File: config.mk
export PLATFORM = sky130hd
export DESIGN_NAME = mem_bank_arbiter_flat
export DESIGN_NICKNAME = d
export VERILOG_FILES = /design/src/rtl/mem_bank_arbiter_if.sv /design/src/rtl/mem_bank_arbiter.sv /design/src/flat_wrapper.sv
export SDC_FILE = /design/constraint.sdc
export NUM_CORES = 1
export LEC_CHECK = 0
export BUFFER_PORTS_ARGS = -buffer_cell sky130_fd_sc_hd__buf_4
export CAP_MARGIN = 40
export CORE_ASPECT_RATIO = 1.75
export CORE_MARGIN = 3
export CORE_UTILIZATION = 35
export CTS_BUF_LIST = sky130_fd_sc_hd__clkbuf_8
export CTS_CLUSTER_DIAMETER = 120
export CTS_CLUSTER_SIZE = 10
export DETAILED_ROUTE_END_ITERATION = 10
export HOLD_SLACK_MARGIN = 0.03
export SLEW_MARGIN = 20
export SYNTH_ARGS = -nofsm -noshare
export SYNTH_HDL_FRONTEND = slang
export SYNTH_SLANG_ARGS = --single-unit
File: constraint.sdc
create_clock -name CLK -period 2.2 [get_ports CLK]
set_input_delay 0.11 -clock CLK [delete_from_list [all_inputs] [get_ports CLK]]
set_output_delay 0.11 -clock CLK [all_outputs]
set_load 0.05 [all_outputs]
File: src/rtl/mem_bank_arbiter_if.sv
// Request/response and SRAM front-end signal bundle for mem_bank_arbiter.
// slave is the arbiter's view; master is the requester + front-end side.
interface mem_bank_arbiter_if;
  logic        REQ0;
  logic        REQ1;
  logic        WE0;
  logic        WE1;
  logic [10:0] ADDR0;
  logic [10:0] ADDR1;
  logic [7:0]  WDATA0;
  logic [7:0]  WDATA1;
  logic        GNT0;
  logic        GNT1;
  logic        RVALID0;
  logic        RVALID1;
  logic [7:0]  RDATA;
  logic        BUSY;
  logic [10:0] M_ADDR;
  logic        M_CE;
  logic        M_CSB;
  logic        M_WEB;
  logic        M_OEB;
  logic [7:0]  M_IDATA;
  logic [7:0]  M_RDATA;

  modport slave (
    input  REQ0, REQ1, WE0, WE1, ADDR0, ADDR1, WDATA0, WDATA1, M_RDATA,
    output GNT0, GNT1, RVALID0, RVALID1, RDATA, BUSY,
    output M_ADDR, M_CE, M_CSB, M_WEB, M_OEB, M_IDATA
  );

  modport master (
    output REQ0, REQ1, WE0, WE1, ADDR0, ADDR1, WDATA0, WDATA1, M_RDATA,
    input  GNT0, GNT1, RVALID0, RVALID1, RDATA, BUSY,
    input  M_ADDR, M_CE, M_CSB, M_WEB, M_OEB, M_IDATA
  );
endinterface

File: src/rtl/mem_bank_arbiter.sv
// Two-port round-robin arbiter and single-byte transaction sequencer for the
// 4-bank SRAM front-end. All outputs are registered.
module mem_bank_arbiter #(
  parameter int unsigned LAT = 2
) (
  input logic              CLK,
  input logic              RSTN,
  mem_bank_arbiter_if.slave bus
);

  typedef enum logic [1:0] {StIdle, StIssue, StWait, StDone} state_e;

  state_e      state_q, state_d;
  logic        ptr_q, ptr_d;
  logic [3:0]  cnt_q, cnt_d;
  logic        port_q, port_d;
  logic        we_q, we_d;
  logic        gnt0_q, gnt0_d, gnt1_q, gnt1_d;
  logic        rvalid0_q, rvalid0_d, rvalid1_q, rvalid1_d;
  logic [7:0]  rdata_q, rdata_d;
  logic        busy_q, busy_d;
  logic [10:0] m_addr_q, m_addr_d;
  logic        m_ce_q, m_ce_d;
  logic        m_csb_q, m_csb_d;
  logic        m_web_q, m_web_d;
  logic        m_oeb_q, m_oeb_d;
  logic [7:0]  m_idata_q, m_idata_d;

  logic        win;
  logic        win_we;
  logic [10:0] win_addr;
  logic [7:0]  win_wdata;

  // With both ports requesting the pointer decides; otherwise the lone requester wins.
  assign win       = (bus.REQ0 && bus.REQ1) ? ptr_q : bus.REQ1;
  assign win_we    = win ? bus.WE1 : bus.WE0;
  assign win_addr  = win ? bus.ADDR1 : bus.ADDR0;
  assign win_wdata = win ? bus.WDATA1 : bus.WDATA0;

  always_comb begin
    state_d   = state_q;
    ptr_d     = ptr_q;
    cnt_d     = cnt_q;
    port_d    = port_q;
    we_d      = we_q;
    gnt0_d    = 1'b0;
    gnt1_d    = 1'b0;
    rvalid0_d = 1'b0;
    rvalid1_d = 1'b0;
    rdata_d   = rdata_q;
    m_addr_d  = m_addr_q;
    m_idata_d = m_idata_q;
    m_ce_d    = 1'b0;
    m_csb_d   = 1'b1;
    m_web_d   = 1'b1;
    m_oeb_d   = 1'b1;

    unique case (state_q)
      StIdle: begin
        if (bus.REQ0 || bus.REQ1) begin
          state_d   = StIssue;
          port_d    = win;
          we_d      = win_we;
          m_addr_d  = win_addr;
          m_idata_d = win_wdata;
          gnt0_d    = ~win;
          gnt1_d    = win;
          m_ce_d    = 1'b1;
          m_csb_d   = 1'b0;
          m_web_d   = ~win_we;
          m_oeb_d   = win_we;
        end
      end
      StIssue: begin
        state_d = StWait;
        ptr_d   = ~port_q;
        cnt_d   = 4'(LAT - 1);
        // Reads keep the bank selected and its output enabled while waiting.
        m_csb_d = we_q;
        m_oeb_d = we_q;
      end
      StWait: begin
        if (cnt_q == 4'd0) begin
          state_d = StDone;
          if (!we_q) begin
            rdata_d   = bus.M_RDATA;
            rvalid0_d = ~port_q;
            rvalid1_d = port_q;
          end
        end else begin
          cnt_d   = cnt_q - 4'd1;
          m_csb_d = we_q;
          m_oeb_d = we_q;
        end
      end
      StDone: begin
        state_d = StIdle;
      end
      default: begin
        state_d = StIdle;
      end
    endcase

    busy_d = (state_d != StIdle);
  end

  always_ff @(posedge CLK or negedge RSTN) begin
    if (!RSTN) begin
      state_q   <= StIdle;
      ptr_q     <= 1'b0;
      cnt_q     <= 4'd0;
      port_q    <= 1'b0;
      we_q      <= 1'b0;
      gnt0_q    <= 1'b0;
      gnt1_q    <= 1'b0;
      rvalid0_q <= 1'b0;
      rvalid1_q <= 1'b0;
      rdata_q   <= 8'd0;
      busy_q    <= 1'b0;
      m_addr_q  <= 11'd0;
      m_ce_q    <= 1'b0;
      m_csb_q   <= 1'b1;
      m_web_q   <= 1'b1;
      m_oeb_q   <= 1'b1;
      m_idata_q <= 8'd0;
    end else begin
      state_q   <= state_d;
      ptr_q     <= ptr_d;
      cnt_q     <= cnt_d;
      port_q    <= port_d;
      we_q      <= we_d;
      gnt0_q    <= gnt0_d;
      gnt1_q    <= gnt1_d;
      rvalid0_q <= rvalid0_d;
      rvalid1_q <= rvalid1_d;
      rdata_q   <= rdata_d;
      busy_q    <= busy_d;
      m_addr_q  <= m_addr_d;
      m_ce_q    <= m_ce_d;
      m_csb_q   <= m_csb_d;
      m_web_q   <= m_web_d;
      m_oeb_q   <= m_oeb_d;
      m_idata_q <= m_idata_d;
    end
  end

  assign bus.GNT0    = gnt0_q;
  assign bus.GNT1    = gnt1_q;
  assign bus.RVALID0 = rvalid0_q;
  assign bus.RVALID1 = rvalid1_q;
  assign bus.RDATA   = rdata_q;
  assign bus.BUSY    = busy_q;
  assign bus.M_ADDR  = m_addr_q;
  assign bus.M_CE    = m_ce_q;
  assign bus.M_CSB   = m_csb_q;
  assign bus.M_WEB   = m_web_q;
  assign bus.M_OEB   = m_oeb_q;
  assign bus.M_IDATA = m_idata_q;

endmodule
File: src/flat_wrapper.sv
// flat-port wrapper written by rule: the top's interface ports become plain ports
module mem_bank_arbiter_flat 
#(
  parameter int unsigned LAT = 2
)
  (CLK, RSTN, bus_REQ0, bus_REQ1, bus_WE0, bus_WE1, bus_ADDR0, bus_ADDR1, bus_WDATA0, bus_WDATA1, bus_M_RDATA, bus_GNT0, bus_GNT1, bus_RVALID0, bus_RVALID1, bus_RDATA, bus_BUSY, bus_M_ADDR, bus_M_CE, bus_M_CSB, bus_M_WEB, bus_M_OEB, bus_M_IDATA);
  mem_bank_arbiter_if bus_i ();
  input logic CLK;
  input logic RSTN;
  input wire logic [$bits(bus_i.REQ0)-1:0] bus_REQ0;
  input wire logic [$bits(bus_i.REQ1)-1:0] bus_REQ1;
  input wire logic [$bits(bus_i.WE0)-1:0] bus_WE0;
  input wire logic [$bits(bus_i.WE1)-1:0] bus_WE1;
  input wire logic [$bits(bus_i.ADDR0)-1:0] bus_ADDR0;
  input wire logic [$bits(bus_i.ADDR1)-1:0] bus_ADDR1;
  input wire logic [$bits(bus_i.WDATA0)-1:0] bus_WDATA0;
  input wire logic [$bits(bus_i.WDATA1)-1:0] bus_WDATA1;
  input wire logic [$bits(bus_i.M_RDATA)-1:0] bus_M_RDATA;
  output wire logic [$bits(bus_i.GNT0)-1:0] bus_GNT0;
  output wire logic [$bits(bus_i.GNT1)-1:0] bus_GNT1;
  output wire logic [$bits(bus_i.RVALID0)-1:0] bus_RVALID0;
  output wire logic [$bits(bus_i.RVALID1)-1:0] bus_RVALID1;
  output wire logic [$bits(bus_i.RDATA)-1:0] bus_RDATA;
  output wire logic [$bits(bus_i.BUSY)-1:0] bus_BUSY;
  output wire logic [$bits(bus_i.M_ADDR)-1:0] bus_M_ADDR;
  output wire logic [$bits(bus_i.M_CE)-1:0] bus_M_CE;
  output wire logic [$bits(bus_i.M_CSB)-1:0] bus_M_CSB;
  output wire logic [$bits(bus_i.M_WEB)-1:0] bus_M_WEB;
  output wire logic [$bits(bus_i.M_OEB)-1:0] bus_M_OEB;
  output wire logic [$bits(bus_i.M_IDATA)-1:0] bus_M_IDATA;
  assign bus_i.REQ0 = bus_REQ0;
  assign bus_i.REQ1 = bus_REQ1;
  assign bus_i.WE0 = bus_WE0;
  assign bus_i.WE1 = bus_WE1;
  assign bus_i.ADDR0 = bus_ADDR0;
  assign bus_i.ADDR1 = bus_ADDR1;
  assign bus_i.WDATA0 = bus_WDATA0;
  assign bus_i.WDATA1 = bus_WDATA1;
  assign bus_i.M_RDATA = bus_M_RDATA;
  assign bus_GNT0 = bus_i.GNT0;
  assign bus_GNT1 = bus_i.GNT1;
  assign bus_RVALID0 = bus_i.RVALID0;
  assign bus_RVALID1 = bus_i.RVALID1;
  assign bus_RDATA = bus_i.RDATA;
  assign bus_BUSY = bus_i.BUSY;
  assign bus_M_ADDR = bus_i.M_ADDR;
  assign bus_M_CE = bus_i.M_CE;
  assign bus_M_CSB = bus_i.M_CSB;
  assign bus_M_WEB = bus_i.M_WEB;
  assign bus_M_OEB = bus_i.M_OEB;
  assign bus_M_IDATA = bus_i.M_IDATA;
  mem_bank_arbiter #(.LAT(LAT)) u_core (.CLK(CLK), .RSTN(RSTN), .bus(bus_i));
endmodule
After elaboration in Yosys (flattened, before gate mapping). Index checks and enable logic that the tools add are counted. Widths: inputs -> output; s select.

Memory bits (writable): 0. Flip-flop bits (word level): 45. Logic and storage cells: 63. Output and inout bits: 36. Input bits: 52. Bits in latches: 0. Memory bits (read-only): 0. Memories kept: 0.

Order comparisons: 0. $mul: 0. Eq/ne operators: 4. Divide/modulo/power cells: 0. Reduce and logical (&&, ||, !) cells: 9. Muxes and demuxes: 28. Bitwise gates (word level): 4. Add/sub/neg operators: 1. Shift-type cells: 0.

Operators with widths (number): $mux 1 (19); $mux 11 (1); $mux 8 (1); $pmux 2 s4 (1); $pmux 4 s2 (1); $pmux 1 s3 (2); $eq 2x2->1 const B (2); $logic_not 4->1 (1); $mux 2 (2); $mux 4 (1); $not 1->1 (4); $reduce_and 2->1 (2); $reduce_bool 2->1 (2); $sub 4x1->4 const B (1); $reduce_and 3->1 (1); $eq 2x1->1 const B (1); $logic_not 2->1 (1); $ne 2x2->1 const B (1); $logic_and 1x1->1 (1); $logic_or 1x1->1 (1).

Logic depth before layout (Yosys ltp).
Depth after elaboration: 6. Gate-level depth with buffers: 7. Depth with buffers taken out: 6.

Worst setup path after synthesis. OpenSTA, ideal clock, no wires.

Path type: register -> register. Start point: register u_core.state_q[0]. End point: register u_core.rdata_q[0] (netlist: u_core.bus.RDATA[0]). Slack: 0.612 ns. Cell stages (with the launch flop): 6. Clock period less this slack: 1.588 ns. Data required time: 2.075 ns. Arrival: 1.463 ns. Library setup time: 0.125 ns. Buffers on the path: 0. Cells stage by stage: dfrtp_1 -> inv_1 -> ha_1 -> nand4bb_1 -> nor2_2 -> mux2_2.

Word-level cells in the longest chain between the ends: 2.

RTL lines: from (decl) (line mem_bank_arbiter.sv:13) `state_e state_q, state_d;`; from (signal assigned) (line mem_bank_arbiter.sv:109) `state_q <= StIdle;`; from (signal assigned) (line mem_bank_arbiter.sv:127) `state_q <= state_d;`; $eq 2x2->1 (line mem_bank_arbiter.sv:58) `unique case (state_q)`; $reduce_and 3->1 (no source line); to (signal assigned) (line mem_bank_arbiter.sv:136) `rdata_q <= rdata_d;`; to (decl) (line mem_bank_arbiter.sv:20) `logic [7:0] rdata_q, rdata_d;`.

No other way between the ends. A chain may end at the register's enable or synchronous reset.

Worst setup path in the final report.
Start point: register u_core.state_q[0]. End point: register u_core.m_idata_q[6] (netlist: u_core.bus.M_IDATA[6]).

Word-level cells in the longest chain between the ends: 2.

RTL lines: $logic_not 2->1 (line mem_bank_arbiter.sv:58); $reduce_and 2->1 (no source line); to (signal assigned) (line mem_bank_arbiter.sv:143) `m_idata_q <= m_idata_d;`; to (decl) (line mem_bank_arbiter.sv:27) `logic [7:0] m_idata_q, m_idata_d;`.

No other way between the ends.

==> reports/results.txt <==
The fraction of power spent switching nets is 0.483, and the synthesized instance count is 174. The x dimension of the die is 62.9 um, and the combinational share of power is 0.586. The worst-margin pin slew is 0.580 ns. The tools report the required time of the critical path as 2.39 ns.

Summed over all nets, the switching power comes to 2.25 mW. Final hold violation count: 0. Across the routed clock network, the largest skew measured is 0.00676 ns.

Power density of the placed cells: 1630 mW/mm2. The run finished with clean final reports. The clock passes through at most 2 buffers. For the number of antenna violations at the first check in global routing, the log shows 0. For the finished layout, the period the worst path requires is 1.81 ns. The number of different library cells used by synthesis comes to 37. After filler insertion, the fill cell instance count of the layout stands at 535. The clock transition time at the flip-flop clock pins of the worst setup and hold paths came out at 0.09 ns. After clock tree synthesis, the setup repair step added 0 buffers. After the last flow step, the layout net total stands at 327. Once layout is done, the placed cells without fillers occupy 0.00287 mm2. Kind of end point of the critical path: a flip-flop. The number of cells on the worst reg-to-reg path is 6. For the worst-skew pair, the clock arrives at the later sink with an insertion delay of 0.29 ns.

For the worst slew slack as a fraction of its limit, the log shows 0.613. In this run the critical register-to-register path is launched from u_core.state_q[0]. The half-perimeter wire length after placement was 3.66 mm.

For this design, the sink count on the clock tree is 45. The run gives 0.307 as the sequential group share of total power. On the worst path, the slowest cell contributes a delay of 0.43 ns.

The run gives 2.72 mm as the detailed-routed wire length on met2. The number of cell rows was 35; the setup-violating endpoint count in the final report was 0. The aggregate global-route resource usage is 0.147.

Timing would allow up to 552 MHz. Number of diodes added for antenna fixing: 0. The worst register-to-register path ends at u_core.bus.M_IDATA[6]. For the final max-slew violation count, the log shows 0.

The count of nets left with antenna violations after detail routing is 0, and the share of the clock period used by the worst path after layout is 0.823. The largest individual stage delay along the critical path comes from the cell dfrtp_1. The area growth from synthesis to layout is 44.5%. Setup repair after global routing left no endpoint under its margin. The first global-routing pass estimated 7.85 mm of wire. By startpoint and endpoint, the worst setup path is classified as flip-flop to flip-flop.

The post-synthesis area per instance came out at 11.4 um2. By instance count, the leading cell after synthesis is dfrtp_1. The port buffer count works out to 87. The depth of the CTS H-tree was 2. The worst-path maximum fanout came out at 15.

The timing startpoint of the critical path was u_core.state_q[0]. For the core region area, the log shows 0.00539 mm2. Summing all placed instances gives a cell area of 0.00272 mm2. The tree is rooted in a clkbuf_8.

Of all cell types, the one taking the most synthesized area is dfrtp_1. Summed over all failing endpoints, the final setup total negative slack is 0 ns. The startpoint identified for the worst hold timing path is bus_ADDR0[10]. The run gives 4 as the number of search-and-repair iterations in the first detailed-routing pass. Entering global routing, the biggest net connects 46 pins. The number of synthesized flops with an enable pin came out at 0.

The wire length on met3 is 288 um. STA classifies the critical path startpoint as a flip-flop. Data arrives at the worst endpoint at 2.00 ns.

The count of vias placed by the detailed router is 1708. The number of global-route vias before repair is 1724. Among all flip-flop cells after synthesis, the most frequent one is dfrtp_1. The cell leakage power is 1.37 nW.

For the total routed wirelength, the log shows 4.87 mm. The remaining global-route overflow came out at 0. The detailed router finished its first iteration with 66 violations.

The portion of synthesized cell area occupied by the leading cell type is 0.529, and the final core utilization is 0.533. The worst-case register-to-register setup slack came out at 0.39 ns. For the cell-internal power, the log shows 2.41 mW.

The destination of the critical timing path was u_core.bus.M_IDATA[6]. The number of clock buffers added by TritonCTS is 5. The number of nets handed over by synthesis was 232. For the sequential element share of the synthesized area, the log shows 0.569. The tools report the effective utilization at floorplan as 0.369. In the final routing, the length of wire on met1 measures 1.72 mm. The tools report the maximum vdd drop as 0.000864 V.

TritonCTS built the clock tree. Walking the worst path, the cells encountered are inv_1 -> ha_1 -> o21ai_2 -> buf_4 -> and2_1 -> a221o_1. The run gives 88 as the top-level I/O count.

For the number of warnings printed during yosys synthesis, the log shows 0. Top routing layer in use: met4. Detailed-route wire length per cell: 14.2 um. By area the synthesized netlist is led by dfrtp_1, a221o_1, mux2_2.

The mapped netlist covers 0.00199 mm2. Max-cap violations in this run came to 0. The flop and latch count out of synthesis is 45. The die boundary height is 106 um, and the share of final-layout standard cells stronger than drive strength 1 is 0.419.

Final weighted congestion in routability-driven placement: 0.755. The share of flip-flops with an asynchronous set or reset after synthesis was 1.00; the area enclosed by the die boundary was 0.00665 mm2. In this run the worst hold path is classified as input pin to flip-flop. Using the TritonRoute via totals, the vias-per-cell ratio works out to 4.97. The count of unresolved DRC violations after routing was 0.

Ranked by instance count, the synthesized netlist is headed by dfrtp_1, o21ai_0, a21oi_1. The clock network fraction of total power is 0.106.
[power groups by stage]
stage | clock network, mW | logic, mW | registers (mW)
detailed placement | 0 | 2.76 | 1.45
CTS | 0.518 | 2.77 | 1.44
finish | 0.496 | 2.74 | 1.43
global route | 0.548 | 2.92 | 1.49
global placement | 0 | 2.73 | 1.46
floorplan | 0 | 0.876 | 2.50
[logic make-up (layout without fill, tap and decap cells)]
family	Yosys count	in the layout	share of synthesized area
AO/OA/AOI/OAI	54	54	0.178
flip-flops	45	45	0.569
adder cells (fa/ha/maj)	6	6	0.0378
AND/OR/NAND/NOR	42	42	0.124
multiplexers	10	10	0.0555
buffers and inverters	17	113	0.0353
[metrics by stage]
stage               hold slack [ns]  cells  setup WS [ns]  total power [mW]
floorplan                    -0.186    174          0.612              3.37
global placement              0.149    330          0.454              4.18
detailed placement            0.146    330          0.372              4.21
CTS                          0.0301    341          0.359              4.73
global route                 0.0312    344          0.219              4.96
finish                       0.0350    344          0.389              4.67
[critical path: cells and delay by family, from the launching register on]
family	cells	cell delay (ns)
buffers and inverters	2	0.33
and+or+nand+nor	1	0.16
adders and majority gates	1	0.29
DFF	1	0.43
AOI/OAI and AO/OA	2	0.49
[sequential cells by signal, indices dropped and copies added, names as in the netlist]
name	flops
u_core.bus.RDATA	8
u_core.we_q	1
u_core.bus.M_CSB	1
u_core.bus.M_CE	1
u_core.ptr_q	1
u_core.bus.M_IDATA	8
u_core.bus.M_ADDR	11
u_core.bus.GNT1	1
u_core.state_q	2
u_core.cnt_q	4
u_core.bus.M_OEB	1
u_core.bus.RVALID1	1
u_core.bus.RVALID0	1
u_core.bus.BUSY	1
u_core.port_q	1
u_core.bus.M_WEB	1
u_core.bus.GNT0	1
[cell usage in the layout, fill, tap and decap left out, types with 2 or more instances in the layout]
master         count
dfstp_2            3
mux2_2             8
inv_1              9
clkinvlp_4         2
clkbuf_8           5
nand2b_1           2
a21oi_1           13
and3_1             3
and2_1            11
buf_4             91
ha_1               6
nor2b_1            2
o21ai_0           15
dfrtp_1           42
a31oi_1            9
a221o_1           10
mux2i_1            2
nor2_1            12
dlygate4sd3_1      6
[layout make-up]
class,instances,area [um2],area share
clock buffer,5,68.8,0.0240
clock inverter,3,18.8,0.00654
inverter,8,30.0,0.0105
multi-input combinational,112,786,0.274
sequential,45,1130,0.394
tap,74,92.6,0.0323
timing repair buffer,97,743,0.259
[routing by layer]
layer / vias up / track usage
met5: - / 0
met1: 829 / 0.157
met3: 11 / 0.0362
met2: 55 / 0.265
met4: 0 / 0.0695
li1: 813 / -
[repair_timing]
action | CTS | global route
hold buffers | 3 | 3
gates resized for setup | 0 | 0
hold endpoints to repair | 43 | 2
[worst min-delay path by stage]
stage,end,slack (ns),depth (start not counted)
6_report,u_core.bus.M_ADDR[10],0.03,2
5_1_grt,u_core.bus.RDATA[0],0.03,2
4_1_cts,u_core.bus.M_IDATA[0],0.03,2
3_5_place_dp,u_core.cnt_q[2],0.15,1
3_3_place_gp,u_core.cnt_q[1],0.15,1
2_1_floorplan,u_core.bus.BUSY,-0.19,0
(Power assumes the default switching activity.)
